**config.mk**
```make
export PLATFORM = sky130hd
export DESIGN_NAME = sb_tx_serializer
export DESIGN_NICKNAME = d
export VERILOG_FILES = /design/src/rtl/sb_tx_serializer_pkg.sv /design/src/rtl/sb_tx_serializer.sv
export SDC_FILE = /design/constraint.sdc
export NUM_CORES = 1
export LEC_CHECK = 0
export CORE_ASPECT_RATIO = 1.5
export CORE_MARGIN = 2
export CORE_UTILIZATION = 53
export DETAILED_ROUTE_END_ITERATION = 8
export GPL_TIMING_DRIVEN = 0
export PLACE_DENSITY_LB_ADDON = 0.3
export RECOVER_POWER = 25
export SYNTH_ARGS = -nofsm -noshare
export SYNTH_HDL_FRONTEND = slang
export SYNTH_SLANG_ARGS = --single-unit
```
**constraint.sdc**
```tcl
create_clock -name clk_800MHz -period 2.56 [get_ports clk_800MHz]
set_input_delay 0.256 -clock clk_800MHz [delete_from_list [all_inputs] [get_ports clk_800MHz]]
set_output_delay 0.256 -clock clk_800MHz [all_outputs]
set_load 0.01 [all_outputs]
```
**src/rtl/sb_tx_serializer_pkg.sv**
```systemverilog
// Shared sideband message type and serializer constants, also used by the RX deserializer.
package sb_tx_serializer_pkg;

  localparam int unsigned SB_PKT_W     = 64;
  localparam int unsigned SB_GAP_UI    = 32;
  localparam int unsigned SB_UI_CYCLES = 2;

  typedef struct packed {
    logic [31:0] msg_hi;
    logic [31:0] msg_lo;
  } SB_msg_t;

endpackage

```
**src/rtl/sb_tx_serializer.sv**
```systemverilog
// Sideband TX serializer: accepts one SB_msg_t per handshake, shifts it out LSB-first
// with a UI-centred forwarded clock, then holds both pins low for a fixed idle gap.
module sb_tx_serializer
  import sb_tx_serializer_pkg::*;
#(
  parameter int unsigned PKT_W     = SB_PKT_W,
  parameter int unsigned UI_CYCLES = SB_UI_CYCLES,
  parameter int unsigned GAP_UI    = SB_GAP_UI
) (
  input  logic    clk_800MHz,
  input  logic    reset,
  input  logic    enable_i,
  input  SB_msg_t TX_msg_i,
  input  logic    TX_msg_valid_i,
  output logic    TX_msg_valid_ack_o,
  output logic    SB_clkPin_TX_o,
  output logic    SB_dataPin_TX_o,
  output logic    busy_o,
  output logic    pkt_sent_o
);

  localparam int unsigned UI_W  = (UI_CYCLES > 1) ? $clog2(UI_CYCLES) : 1;
  localparam int unsigned BIT_W = (PKT_W > 1) ? $clog2(PKT_W) : 1;
  localparam int unsigned GAP_W = (GAP_UI > 1) ? $clog2(GAP_UI) : 1;

  typedef enum logic [1:0] {
    SBTX_IDLE,
    SBTX_SHIFT,
    SBTX_GAP
  } sbtx_state_e;

  sbtx_state_e        state_q, state_d;
  logic [PKT_W-1:0]   shreg_q, shreg_d;
  logic [UI_W-1:0]    ui_cnt_q, ui_cnt_d;
  logic [BIT_W-1:0]   bit_cnt_q, bit_cnt_d;
  logic [GAP_W-1:0]   gap_cnt_q, gap_cnt_d;
  logic               ack_q, ack_d;
  logic               clk_pin_q, clk_pin_d;
  logic               data_pin_q, data_pin_d;
  logic               busy_q, busy_d;
  logic               sent_q, sent_d;

  logic ui_last, bit_last, gap_last;

  assign ui_last  = (ui_cnt_q == UI_W'(UI_CYCLES - 1));
  assign bit_last = (bit_cnt_q == BIT_W'(PKT_W - 1));
  assign gap_last = (gap_cnt_q == GAP_W'(GAP_UI - 1));

  // Next state and counters; outputs are derived from the next-state values so they register cleanly.
  always_comb begin
    state_d   = state_q;
    shreg_d   = shreg_q;
    ui_cnt_d  = ui_cnt_q;
    bit_cnt_d = bit_cnt_q;
    gap_cnt_d = gap_cnt_q;
    ack_d     = 1'b0;

    unique case (state_q)
      SBTX_IDLE: begin
        if (enable_i && TX_msg_valid_i) begin
          state_d   = SBTX_SHIFT;
          shreg_d   = PKT_W'(TX_msg_i);
          ui_cnt_d  = '0;
          bit_cnt_d = '0;
          gap_cnt_d = '0;
          ack_d     = 1'b1;
        end
      end
      SBTX_SHIFT: begin
        if (!enable_i) begin
          state_d   = SBTX_IDLE;
          shreg_d   = '0;
          ui_cnt_d  = '0;
          bit_cnt_d = '0;
          gap_cnt_d = '0;
        end else if (ui_last) begin
          ui_cnt_d = '0;
          shreg_d  = shreg_q >> 1;
          if (bit_last) begin
            state_d   = SBTX_GAP;
            bit_cnt_d = '0;
          end else begin
            bit_cnt_d = bit_cnt_q + BIT_W'(1);
          end
        end else begin
          ui_cnt_d = ui_cnt_q + UI_W'(1);
        end
      end
      SBTX_GAP: begin
        if (!enable_i) begin
          state_d   = SBTX_IDLE;
          shreg_d   = '0;
          ui_cnt_d  = '0;
          bit_cnt_d = '0;
          gap_cnt_d = '0;
        end else if (ui_last) begin
          ui_cnt_d = '0;
          if (gap_last) begin
            state_d   = SBTX_IDLE;
            gap_cnt_d = '0;
          end else begin
            gap_cnt_d = gap_cnt_q + GAP_W'(1);
          end
        end else begin
          ui_cnt_d = ui_cnt_q + UI_W'(1);
        end
      end
      default: begin
        state_d = SBTX_IDLE;
      end
    endcase

    data_pin_d = (state_d == SBTX_SHIFT) && shreg_d[0];
    clk_pin_d  = (state_d == SBTX_SHIFT) && (ui_cnt_d >= UI_W'(UI_CYCLES / 2));
    busy_d     = (state_d != SBTX_IDLE);
    sent_d     = (state_d == SBTX_GAP) && (gap_cnt_d == GAP_W'(GAP_UI - 1))
                 && (ui_cnt_d == UI_W'(UI_CYCLES - 1));
  end

  always_ff @(posedge clk_800MHz) begin
    if (reset) begin
      state_q    <= SBTX_IDLE;
      shreg_q    <= '0;
      ui_cnt_q   <= '0;
      bit_cnt_q  <= '0;
      gap_cnt_q  <= '0;
      ack_q      <= 1'b0;
      clk_pin_q  <= 1'b0;
      data_pin_q <= 1'b0;
      busy_q     <= 1'b0;
      sent_q     <= 1'b0;
    end else begin
      state_q    <= state_d;
      shreg_q    <= shreg_d;
      ui_cnt_q   <= ui_cnt_d;
      bit_cnt_q  <= bit_cnt_d;
      gap_cnt_q  <= gap_cnt_d;
      ack_q      <= ack_d;
      clk_pin_q  <= clk_pin_d;
      data_pin_q <= data_pin_d;
      busy_q     <= busy_d;
      sent_q     <= sent_d;
    end
  end

  assign TX_msg_valid_ack_o = ack_q;
  assign SB_clkPin_TX_o     = clk_pin_q;
  assign SB_dataPin_TX_o    = data_pin_q;
  assign busy_o             = busy_q;
  assign pkt_sent_o         = sent_q;

endmodule
```
# Word level (Yosys, flattened, before mapping)
# Cells that the tools add are included.
word_totals:
  output_inout_bits: 5
  ff_bits: 83
  wordCells: 67
  input_bits: 68
op_classes:
  eq_ne: 10
  bitwise: 1
  add_sub_neg: 3
  magnitude_cmp: 1
  mux: 30
  n_reduce_logical: 11
op_table:
  columns: ["cell", "n"]
  rows:
  - ["64-bit two-way mux", 4]
  - ["64-bit case mux with 3 select lines", 1]
  - ["6-bit two-way mux", 5]
  - ["5-bit two-way mux", 5]
  - ["6-bit case mux with 3 select lines", 1]
  - ["5-bit case mux with 3 select lines", 1]
  - ["2-bit two-way mux", 7]
  - ["5-bit equality test (second input constant)", 2]
  - ["6-bit by 1-bit adder with 6-bit output (second input constant)", 1]
  - ["6-bit equality test (second input constant)", 1]
  - ["2-bit case mux with 3 select lines", 1]
  - ["5-bit by 1-bit adder with 5-bit output (second input constant)", 1]
  - ["1-bit logical AND", 5]
  - ["2-bit by 1-bit equality test with 1-bit output (second input constant)", 2]
  - ["2-bit equality test (second input constant)", 2]
  - ["1-bit two-way mux", 4]
  - ["2-bit != test (second input constant)", 2]
  - ["4-bit AND reduction", 1]
  - ["2-bit OR reduction", 2]
  - ["3-bit != test (second input constant)", 1]
  - ["3-bit nonzero test", 1]
  - ["2-bit zero test", 1]
  - ["1-bit case mux with 2 select lines", 1]
  - ["2-bit nonzero test", 1]
  - ["other kinds (3)", 3]

# Logic depth before layout (Yosys ltp)
# Gate-level depths: netlist (run 1).
depth:
  ltp_word: 8
  ltp_mapped: 9
  depth_no_buf: 8

# Least setup slack after synthesis (run 1)
# No wires, ideal clock.
synth_path:
  path_type: "register to register"
  startpoint: "reg gap_cnt_q[0]"
  endpoint: "reg sent_q, in the netlist pkt_sent_o"
  setup_slack_ns: 0.721
  arrival_time_ns: 1.766
  setup_ns: 0.073
  required_time_ns: 2.487
  synth_period_minus_slack_ns: 1.839
  path_buffers: 0
  path_stages_with_launch: 9
  cell_sequence: "dfxtp_1 > ha_1 > and3_1 > ha_1 > nand2_1 > a41oi_1 > o311ai_0 > o211ai_1 > nor3b_2"
synth_via:
  elab_chain_len: 8
  word_cells_on_any_way: 16
  classes_between: "1 x add/sub; 3 x eq/ne; 10 x mux; 2 x reduce/logical"
synth_rtl:
  columns: ["item", "line_no", "text"]
  rows:
  - ["start, declared", "sb_tx_serializer.sv:36", "logic [GAP_W-1:0] gap_cnt_q, gap_cnt_d;"]
  - ["start signal, assigned", "sb_tx_serializer.sv:137", "gap_cnt_q <= gap_cnt_d;"]
  - ["5-bit by 1-bit adder with 5-bit output / 5-bit equality test (equally long branches)", "sb_tx_serializer.sv:102, sb_tx_serializer.sv:47", null]
  - ["5-bit two-way mux / 2-bit two-way mux (equally long branches)", "sb_tx_serializer.sv:98", "if (gap_last) begin"]
  - ["5-bit two-way mux / 2-bit two-way mux (equally long branches)", "sb_tx_serializer.sv:96", "end else if (ui_last) begin"]
  - ["5-bit two-way mux / 2-bit two-way mux (equally long branches)", "sb_tx_serializer.sv:90", "if (!enable_i) begin"]
  - ["5-bit case mux with 3 select lines / 2-bit case mux with 3 select lines (equally long branches)", "sb_tx_serializer.sv:58", "unique case (state_q)"]
  - ["5-bit equality test / 2-bit equality test (equally long branches)", "sb_tx_serializer.sv:116", "sent_d = (state_d == SBTX_GAP) && (gap_cnt_d == GAP_W'(GAP_UI - 1))"]
  - ["1-bit logical AND *", "sb_tx_serializer.sv:116", null]
  - ["1-bit logical AND *", "sb_tx_serializer.sv:117", "&& (ui_cnt_d == UI_W'(UI_CYCLES - 1));"]
  - ["end signal, assigned", "sb_tx_serializer.sv:142", "sent_q <= sent_d;"]
  - ["end, declared", "sb_tx_serializer.sv:41", "logic sent_q, sent_d;"]
# Every way passes the cells marked *; elsewhere a longest branch is shown, timed or not.
# A chain may end at the register's enable or synchronous reset.

# Worst setup path in the final report (run 1)
layout_path:
  startpoint: "reg gap_cnt_q[0]"
  endpoint: "reg data_pin_q, in the netlist SB_dataPin_TX_o"
layout_via:
  elab_chain_len: 7
layout_rtl:
  columns: ["item", "line_no", "text"]
  rows:
  - ["5-bit equality test", "sb_tx_serializer.sv:47", "assign gap_last = (gap_cnt_q == GAP_W'(GAP_UI - 1));"]
  - ["2-bit two-way mux", "sb_tx_serializer.sv:98", null]
  - ["2-bit two-way mux", "sb_tx_serializer.sv:96", null]
  - ["2-bit two-way mux", "sb_tx_serializer.sv:90", null]
  - ["2-bit case mux with 3 select lines", "sb_tx_serializer.sv:58", null]
  - ["2-bit by 1-bit equality test with 1-bit output", "sb_tx_serializer.sv:113", "data_pin_d = (state_d == SBTX_SHIFT) && shreg_d[0];"]
  - ["1-bit logical AND", "sb_tx_serializer.sv:113", null]
  - ["end signal, assigned", "sb_tx_serializer.sv:140", "data_pin_q <= data_pin_d;"]
  - ["end, declared", "sb_tx_serializer.sv:39", "logic data_pin_q, data_pin_d;"]
# Every way passes these cells.

==> impl_metrics.tcl, run 1 <==
set metrics [dict create \
    outcome "complete, no violations" \
    synth.top_cell.area_share_pct 40.3 \
    r2r_cells 8 \
    cp-endpoint "SB_dataPin_TX_o$_SDFF_PP0_" \
    drv_cap 0 \
    grt_pass1_wl_um 18200 \
    power_frac_clock_pct 42.9 \
    antenna_cells 0 \
    overflow 0 \
    setup_slack_ps 258 \
    p_int_mw 2.29 \
    r2r_start "gap_cnt_q[0]$_SDFF_PP0_" \
    max_freq_ghz 0.434 \
    setup_violations 0 \
    hp-class "input port to flop" \
    nFillCells 642 \
    fin_util_pct 69.1 \
    areaGrowthSynthToFinish_pct 26.8 \
    cpPeakStageDelay_ps 420 \
    fp.dieH_um 112 \
    start_kind "flop" \
    portBuffers 71 \
    cts.repair.resized 0 \
    leakagePower_nw 1.89 \
    yosys.area_share.simple_pct 21.9 \
    insertion_delay_ps 340 \
    gp_congestion 0.869 \
    timing.final.crit_share_pct 89.9 \
    synthFlopType "dfxtp_1" \
    final_cell_mix "dfxtp_1, nand2_1, a21oi_1" \
    synth_compound_gate_area_share_pct 28.6 \
    synth_top_family_by_area "compound AO/OA/AOI/OAI gates" \
    yosys.area_share.xor_xnor_pct 0 \
    worstMarginPinSlew_ps 607 \
    syn_nets 576 \
    core_region_area_um2 7560 \
    place_hpwl_um 7610 \
    crit_buf_inv 0 \
    final_antenna_net_count 0 \
    worst_r2r_endpoint "SB_dataPin_TX_o$_SDFF_PP0_" \
    fin_skew_ps 8.25 \
    async_reset_ff_share_pct 0 \
    pwr-share-seq_pct 44.2 \
    swShare_pct 24.6 \
    first_iter_violations 264 \
    crit_start "gap_cnt_q[0]$_SDFF_PP0_" \
    routed_wl_um 10800 \
    die_w_um 76.0 \
    fin_cells 689 \
    final_nets 658 \
    ys.warnings.count 0 \
    cts.clk_slew.worst_paths_ps 60 \
    htreeDepth 3 \
    cts_tree "yes" \
    synthCells 500 \
    synth_cell_types 47 \
    design.die.area_um2 8510 \
    path_delay_family "compound AO/OA/AOI/OAI gates" \
    viasPerCell 5.87 \
    cp_slowest_cell "a211oi_1" \
    period_needed_ps 2300 \
    start_util_pct 54.5 \
    cp-end-kind "flop" \
    drc_errors 0 \
    arrival_ps 2530 \
    dr.pass1.iters 5 \
    ys_ff_latch 83 \
    yosysSeqAreaShare_pct 40.3 \
    p_per_area_nw_per_um2 580 \
    synth_fa_ha_area_share_pct 2.43 \
    cts.path.max_buffers 2 \
    drt-wirelength-per-cell_um 15.7 \
    cts_root_buf "clkbuf_16" \
    syn_area_per_cell_um2 8.25 \
    grt.total_usage_pct 26.1 \
    crit_cells 8 \
    finalSetupTns_ps 0 \
    ctsHoldBuffers 0 \
    synth_area_leaders "dfxtp_1, a22o_1, a21oi_1" \
    numCtsBuffers 9 \
    rows 39 \
    crit_fanout 5 \
    synth_edf_count 0 \
    layout_commonest_cell "dfxtp_1" \
    p_switching_uw 744 \
    required_ps 2790 \
    slew_viol_final 0 \
    pre_cts_slack_ps 365 \
    num_vias 4041 \
    postCtsSetupBuffers 0 \
    ios 73 \
    r2r_slack_ps 260 \
    critical_path_class "flop to flop" \
    slew_headroom_pct 59.5 \
    irDropWorstVdd_uv 417 \
    grt_pass1_vias 3982 \
    antenna_found_initial 0 \
    p_comb_share_pct 12.9 \
    syn_area_um2 4120 \
    grt_max_degree 15 \
    drive_above_1_share_pct 8.18 \
    synth_mux_area_share_pct 0 \
    yosysTopAreaCell "dfxtp_1" \
    cts.sink_count 83 \
    dpl.cell_count 673 \
    crit_chain "ha_1, and3_1, ha_1, nand2_1, a311oi_1, a211oi_1, nand2_1, a2111oi_2" \
    hold_viol 0 \
    grt_setup_unrepaired "false" \
]
## cells by family after synthesis
family                   Yosys count
AO/OA/AOI/OAI                    165
flip-flops                        83
adder cells (fa/ha/maj)            8
buffers and inverters             57
AND/OR/NAND/NOR                  187
## cell type report
| class | instances | area [µm²] | area share (%) |
|---|---|---|---|
| Buffer | 50 | 243 | 4.64 |
| Clock buffer | 10 | 239 | 4.57 |
| Clock inverter | 6 | 62.6 | 1.20 |
| Inverter | 7 | 26.3 | 0.503 |
| Multi-Input combinational cell | 360 | 2160 | 41.3 |
| Sequential cell | 83 | 1660 | 31.8 |
| Tap cell | 102 | 128 | 2.44 |
| Timing Repair Buffer | 71 | 711 | 13.6 |
## power groups by stage
stage | Clock (mW) | Sequential, mW | Combinational (mW)
2_1_floorplan | 0 | 1.36 | 0.215
3_3_place_gp | 0 | 1.37 | 0.385
3_5_place_dp | 0 | 1.37 | 0.388
4_1_cts | 1.32 | 1.34 | 0.393
5_1_grt | 1.38 | 1.34 | 0.428
6_report | 1.30 | 1.34 | 0.391
## flip-flops by register name, indices dropped and copies added (netlist names), 2 cells and up
register,cells
shreg_q,64
gap_cnt_q,5
bit_cnt_q,6
state_q,2
## synthesized netlist by cell type, drive strengths merged (2+ instances only)
master / number
dfxtp: 83
nand2: 74
a21oi: 73
nand3: 67
a22o: 62
clkbuf: 26
buf: 24
nor2: 16
o21ai: 12
ha: 8
inv: 7
nand4: 5
a31oi: 4
and2: 4
and3: 4
nor2b: 4
or4: 3
a2111oi: 2
a32oi: 2
nor3: 2
nor3b: 2
## per-stage QoR
step	hold slack [ps]	area [µm²]	total power [mW]
after floorplan	427	4120	1.58
after global placement	442	4960	1.75
after detailed placement	449	4960	1.76
after CTS	169	5260	3.05
after global routing	187	5230	3.15
final	182	5230	3.03
## layer usage
layer	share of wire, %	GRT usage (%)	vias to the layer above
met3	4.1	5.06	25
met5	0	0	-
met1	39	29.3	1914
met2	54	47.9	111
met4	2.5	11.0	0
li1	-	-	1991
## how the worst min path moves through the flow
stage,start,end,depth (start not counted)
floorplan,TX_msg_i[63],shreg_q[63]$_SDFFE_PP0P_,2
global placement,shreg_q[26]$_SDFFE_PP0P_,shreg_q[26]$_SDFFE_PP0P_,2
detailed placement,shreg_q[44]$_SDFFE_PP0P_,shreg_q[44]$_SDFFE_PP0P_,2
CTS,reset,ui_cnt_q$_SDFF_PP0_,2
global route,reset,ui_cnt_q$_SDFF_PP0_,2
finish,reset,ui_cnt_q$_SDFF_PP0_,2
Note: power is estimated with default switching activity, not from simulation.
==> run 2, diff against run 1 <==
CORE_UTILIZATION = 60   (was 53)
DONT_BUFFER_PORTS = 1   (was not set)
PLACE_DENSITY = 0.76   (was not set)
PLACE_DENSITY_LB_ADDON = not set   (was 0.3)
SLEW_MARGIN = 20   (was not set)
==> impl_metrics.tcl, run 2 (synthesized netlist as in run 1, its figures left out) <==
set metrics [dict create \
    antenna_found_initial 0 \
    num_vias 3733 \
    routed_wl_um 9850 \
    layout_commonest_cell "dfxtp_1" \
    start_kind "flop" \
    cts_tree "yes" \
    p_int_mw 1.91 \
    multiInputGateArea_um2 2150 \
    first_iter_violations 274 \
    arrival_ps 2590 \
    pwr-share-seq_pct 51.6 \
    final_antenna_net_count 0 \
    p_comb_share_pct 10.5 \
    outcome "complete, no violations" \
    p_switching_uw 684 \
    drc_errors 0 \
    hold_viol 0 \
    drv_cap 0 \
    portBuffers 0 \
    core_region_area_um2 6760 \
    required_ps 2820 \
    cts.path.max_buffers 2 \
    grt_setup_unrepaired "false" \
    gp_congestion 0.879 \
    leakagePower_nw 1.55 \
    fp.dieH_um 106 \
    grt_pass1_wl_um 16500 \
    drt-wirelength-per-cell_um 16.6 \
    place_hpwl_um 6780 \
    design.die.area_um2 7560 \
    cp-end-kind "flop" \
    critical_path_class "flop to flop" \
    grt.total_usage_pct 27.2 \
    max_freq_ghz 0.430 \
    hp-class "input port to flop" \
    regMostFlops "shreg_q" \
    dr.pass1.iters 5 \
    slew_viol_final 0 \
    worstMarginPinSlew_ps 544 \
    cts.clk_slew.worst_paths_ps 80 \
    irDropWorstVdd_uv 494 \
    start_util_pct 61.0 \
    ios 73 \
    timing.final.crit_share_pct 90.8 \
    htreeDepth 3 \
    largest_reg_flops 64 \
    ff_latch_area_um2 1660 \
    areaGrowthSynthToFinish_pct 6.22 \
    crit_fanout 5 \
    finalSetupTns_ps 0 \
    nFillCells 627 \
    insertion_delay_ps 380 \
    drive_above_1_share_pct 8.72 \
    antenna_cells 0 \
    die_w_um 71.7 \
    cts.sink_count 83 \
    postCtsSetupBuffers 0 \
    p_total_mw 2.60 \
    power_frac_clock_pct 37.9 \
    cts_root_buf "clkbuf_8" \
    p_per_area_nw_per_um2 593 \
    grt_max_degree 14 \
    viasPerCell 6.28 \
    cts.repair.resized 0 \
    final_nets 587 \
    slew_headroom_pct 63.7 \
    ctsHoldBuffers 0 \
    grt_pass1_vias 3571 \
    period_needed_ps 2330 \
    numCtsBuffers 9 \
    final_cell_mix "dfxtp_1, nand2_1, a21oi_1" \
    fin_skew_ps 6.61 \
    overflow 0 \
    swShare_pct 26.3 \
    setup_violations 0 \
    biggestRegsByFlops "shreg_q x64, bit_cnt_q x6, gap_cnt_q x5" \
    rows 37 \
]
[run 2: cell types whose count changed in the layout (fill, tap and decap cells not counted), moves of 5 or more]
cell,before,now
clkdlybuf4s50_1,66,0
clkbuf_8,2,12
clkbuf_16,9,0
dlygate4sd3_1,5,0
[run 2: cell type report]
cell class / instances / share of cell area, %
Inverter: 7 / 0.600
Sequential cell: 83 / 37.9
Buffer: 50 / 5.54
Clock buffer: 12 / 3.54
Tap cell: 78 / 2.23
Clock inverter: 4 / 1.11
Multi-Input combinational cell: 360 / 49.0
[run 2: critical path, cell delays in order (launching register included)]
cell and delay [ps]:
dfxtp_1 350, ha_1 220, and3_1 190, ha_1 230
nand2_1 140, a311oi_1 120, a211oi_1 420, nand2_1 180
a2111oi_0 350
[run 2: path summary, 6_finish.rpt]
check,start,end,slack (ps),cells past startpoint
setup / recovery,gap_cnt_q[0]$_SDFF_PP0_,SB_dataPin_TX_o$_SDFF_PP0_,230,8
hold / removal,TX_msg_i[63],shreg_q[63]$_SDFFE_PP0P_,50,2
setup reg to reg,gap_cnt_q[0]$_SDFF_PP0_,SB_dataPin_TX_o$_SDFF_PP0_,230,8
hold reg to reg,shreg_q[60]$_SDFFE_PP0P_,shreg_q[60]$_SDFFE_PP0P_,460,2
[run 2: metrics by stage]
step	std cells	util [%]	worst slack [ps]	area, µm²	hold WS [ps]
after CTS	594	65.5	357	4420	42.0
after floorplan	500	-	721	4120	427
after global routing	594	64.8	94.9	4380	84.9
after global placement	578	62.4	445	4220	430
after detailed placement	578	62.4	376	4220	435
final	594	64.8	235	4380	53.4
[run 2: per-layer routing]
metal	up-vias	GRT usage [%]	share of wire, %
met2	124	45.1	51
met4	0	12.0	3.0
met5	-	0	0
met3	24	6.69	6.0
li1	1843	-	-
met1	1742	32.9	40
[run 2: power groups by stage]
stage | clock network [mW] | logic, mW | registers (mW)
5_1_grt | 1.04 | 0.307 | 1.34
3_5_place_dp | 0 | 0.275 | 1.37
6_report | 0.985 | 0.274 | 1.34
3_3_place_gp | 0 | 0.271 | 1.37
2_1_floorplan | 0 | 0.215 | 1.36
4_1_cts | 0.994 | 0.277 | 1.34
==> run 3, diff against run 2 <==
CAP_MARGIN = 20   (was not set)
==> results of run 3 <==
No change in the layout: final DEF, timing and power equal those of run 2.
